<file path="src/rtl/rotl_seq_shifter.sv">
// rotl_seq_shifter: multi-cycle rotate-left, one bit position per clock
//   clk/rst_n          clock, asynchronous active-low reset
//   in_valid/in_ready  operand handshake; a and amt are sampled on accept
//   out_valid/out_ready result handshake; y is held until it is consumed
//   busy               high while an operation is in flight or waiting
module rotl_seq_shifter #(
  parameter int WIDTH = 8,
  parameter int AMT_W = $clog2(WIDTH)
) (
  input  logic             clk,
  input  logic             rst_n,
  input  logic             in_valid,
  output logic             in_ready,
  input  logic [WIDTH-1:0] a,
  input  logic [AMT_W-1:0] amt,
  output logic             out_valid,
  input  logic             out_ready,
  output logic [WIDTH-1:0] y,
  output logic             busy
);
  typedef enum logic [1:0] {IDLE, SHIFT, DONE} state_t;
  state_t state_q, state_d;
  logic [WIDTH-1:0] data_q, data_d;
  logic [AMT_W-1:0] cnt_q, cnt_d;
  always_ff @(posedge clk or negedge rst_n)
    if (!rst_n) begin
      state_q <= IDLE;
      data_q  <= '0;
      cnt_q   <= '0;
    end else begin
      state_q <= state_d;
      data_q  <= data_d;
      cnt_q   <= cnt_d;
    end
  always_comb begin
    state_d = state_q;
    data_d  = data_q;
    cnt_d   = cnt_q;
    case (state_q)
      IDLE:
        if (in_valid) begin
          data_d  = a;
          cnt_d   = amt;
          state_d = (amt == '0) ? DONE : SHIFT;
        end
      SHIFT: begin
        data_d  = {data_q[WIDTH-2:0], data_q[WIDTH-1]};
        cnt_d   = cnt_q - AMT_W'(1);
        state_d = (cnt_q == AMT_W'(1)) ? DONE : SHIFT;
      end
      DONE:
        state_d = out_ready ? IDLE : DONE;
      default:
        state_d = IDLE;
    endcase
  end
  assign in_ready  = (state_q == IDLE);
  assign busy      = (state_q != IDLE);
  assign out_valid = (state_q == DONE);
  assign y         = data_q;
endmodule

</file>
<file path="config.mk">
export PLATFORM = sky130hd
export DESIGN_NAME = rotl_seq_shifter
export DESIGN_NICKNAME = d
export VERILOG_FILES = /design/src/rtl/rotl_seq_shifter.sv
export SDC_FILE = /design/constraint.sdc
export NUM_CORES = 1
export LEC_CHECK = 0
export CAP_MARGIN = 15
export CORE_ASPECT_RATIO = 0.8
export CORE_MARGIN = 2
export CORE_UTILIZATION = 44
export CTS_CLUSTER_SIZE = 28
export DETAILED_ROUTE_END_ITERATION = 8
export PLACE_DENSITY = 0.75
export SETUP_SLACK_MARGIN = 0.2
export SYNTH_ARGS = -nofsm -noshare
export SYNTH_HDL_FRONTEND = slang
export SYNTH_SLANG_ARGS = --single-unit
export TNS_END_PERCENT = 20
</file>
<file path="constraint.sdc">
create_clock -name clk -period 1.5 [get_ports clk]
set_input_delay 0.3 -clock clk [delete_from_list [all_inputs] [get_ports clk]]
set_output_delay 0.3 -clock clk [all_outputs]
set_load 0.005 [all_outputs]
</file>
==> impl_metrics.ini <==
[placed_design]
dp_hpwl_um = 1347
gp_congestion = 0.7482
portBuffers = 25

[global_routing]
grt_pass1_wl_um = 3394
grt_pass1_vias = 778
grt_util_all_layers_pct = 21.26
antenna_found_initial = 0
grt_start_max_net_pins = 20
grt_overflow = 0

[clock_network]
h-tree-depth = 1
cts_tree = yes
holdBufCountCts = 0
cts_buffers = 3
cts.sinks = 13
clock_path_buffers = 2
path_clk_slew_ps = 80
clockRootBuffer = clkbuf_4
clock_latency_ps = 280

[critical_path]
cp_slowest_stage_delay_ps = 520
cp_cell_sequence = clkdlybuf4s50_1
path_class = register to output pin
start_kind = register
worst-path-max-fanout = 2
path_buf_inv = 1
path_delay_family = buffers and inverters
arrival_ps = 1170
cp-end-kind = output pin
worst_path_max_delay_cell = clkdlybuf4s50_1
critPathRequiredTime_ps = 1200

[floorplanning]
num_io_pins = 26
core_um2 = 1659
row_count = 13
start_util_pct = 47.51
die_w_um = 51.32
dieArea_um2 = 2148
die_h_um = 41.86

[synth]
syn-instance-count = 86
ys_warn_count = 0
yosysTopAreaCellShare_pct = 41.27
syn_nets = 103
yosys_register_bits = 13
synth_cell_types = 24
syn_avg_cell_area_um2 = 9.166
netlist_area_um2 = 788.3
yosysTopAreaCell = dfrtp_1
synth_area_leaders = dfrtp_1 (41%), nor2b_1 (10%), a21oi_1 (8.3%)
ys_seq_area_share_pct = 41.27

[cells_and_area]
fill_cells = 136
regArea_um2 = 325.3
antenna_cells = 0
layout_commonest_cell = clkdlybuf4s50_1
final_nets = 149
layout_common_cells = clkdlybuf4s50_1 (20), buf_4 (17), a21oi_1 (13), dfrtp_1 (13), nor2b_1 (11)
multi_input_area_um2 = 422.9
area_growth_pct = 60.79
fin_util_pct = 76.40
drive_gt1_share_pct = 29.01

[sta]
period_needed_ps = 1465
fin_crit_sh_pct = 97.69
hold_viol = 0
fin_skew_ps = 2.164
tightest_slew_ps = 231.9
max-slew-margin-rel_pct = 84.42
setup_viol = 0
tns_ps = 0
rsz0062_at_grt = true
fmax_ghz = 0.6825
drv_slew = 0

[drt]
viasPerCell = 5.229
drtAntennaViolNets = 0
first_pass_iters = 4
postRouteWirelength_um = 2161
num_vias = 800
wl_per_cell_um = 14.12
drc = 0
drt_iter0_drc = 19

[status]
status = complete, no violations

[power]
vdd.ir_drop.worst_mv = 1.558
power_density_nw_per_um2 = 1983
leakage_nw = 0.5793

[job]
drv_cap = 0

[hold_path]
hold_path_class = input pin to async pin
-- logic make-up after synthesis --
| kind of cell | count (synthesis) | share of synthesized area (%) |
|---|---|---|
| buf+inv | 12 | 9.205 |
| fa+ha+maj | 2 | 3.174 |
| compound gates | 37 | 27.94 |
| flops | 13 | 41.27 |
| simple gates | 22 | 18.41 |
-- per-layer routing --
layer	global-route usage (%)	wire, µm	up-vias
met5	0	0	-
met4	7.895	12	0
met3	6.475	91	2
met2	33.77	1083	16
met1	27.15	972	387
li1	-	-	395
-- repair_timing --
item | 4_1_cts | 5_1_grt
setup buffers | 10 | 5
pin swaps | 0 | 2
setup endpoints to repair | 17 | 21
gates resized for setup | 15 | 19
-- path summary, 6_finish.rpt --
| path | cells past startpoint | end | from | slack [ps] |
|---|---|---|---|---|
| setup / recovery | 1 | y[4] | y[4] | 30 |
| hold / removal | 2 | cnt_q[0] | rst_n | 310 |
| setup reg to reg | 6 | y[7] | state_q[0] | 210 |
| hold reg to reg | 1 | cnt_q[1] | cnt_q[1] | 490 |
| max in group asynchronous | 2 | y[2] | rst_n | 1020 |
| min in group clk | 1 | cnt_q[1] | cnt_q[1] | 490 |
-- through the flow --
stage | hold slack (ps) | setup WS (ps) | total power (W) | instance area (µm²) | std cells
floorplan | 4.409 | 323.5 | 0.001366 | 788.3 | 86
global placement | 471.7 | 1.223 | 0.001792 | 1072 | 134
detailed placement | 478.5 | -11.55 | 0.001822 | 1072 | 134
CTS | 313.3 | 28.77 | 0.002241 | 1176 | 148
global route | 332.3 | -4.145 | 0.002702 | 1267 | 153
finish | 311.6 | 34.71 | 0.002513 | 1267 | 153
-- state kept, by name, summed over array words and instances (netlist names) --
name	flops
state_q	2
cnt_q	3
y	8
-- synth_stat cells (all sizes together) --
master and number:
or2 1, or3b 1, a22oi 8, nor3b 1
o21ai 12, inv 5, and3b 1, ha 2
nor3 1, dfrtp 13, a221oi 1, buf 6
nand3b 1, o31a 1, clkbuf 1, a21oi 14
nor2b 13, o22a 1, nor2 2, and2b 1
-- layout make-up --
class	count	area share, %
Timing Repair Buffer	48	35.24
Multi-Input combinational cell	61	33.37
Sequential cell	13	25.67
Tap cell	22	2.172
Clock buffer	4	2.073
Inverter	5	1.481
-- where the power goes --
part / switching (W) / internal, W
Sequential: 0.000108 / 0.000523
Clock: 0.000123 / 0.000103
Combinational: 0.000695 / 0.000961
Note: power is estimated with default switching activity, not from simulation.
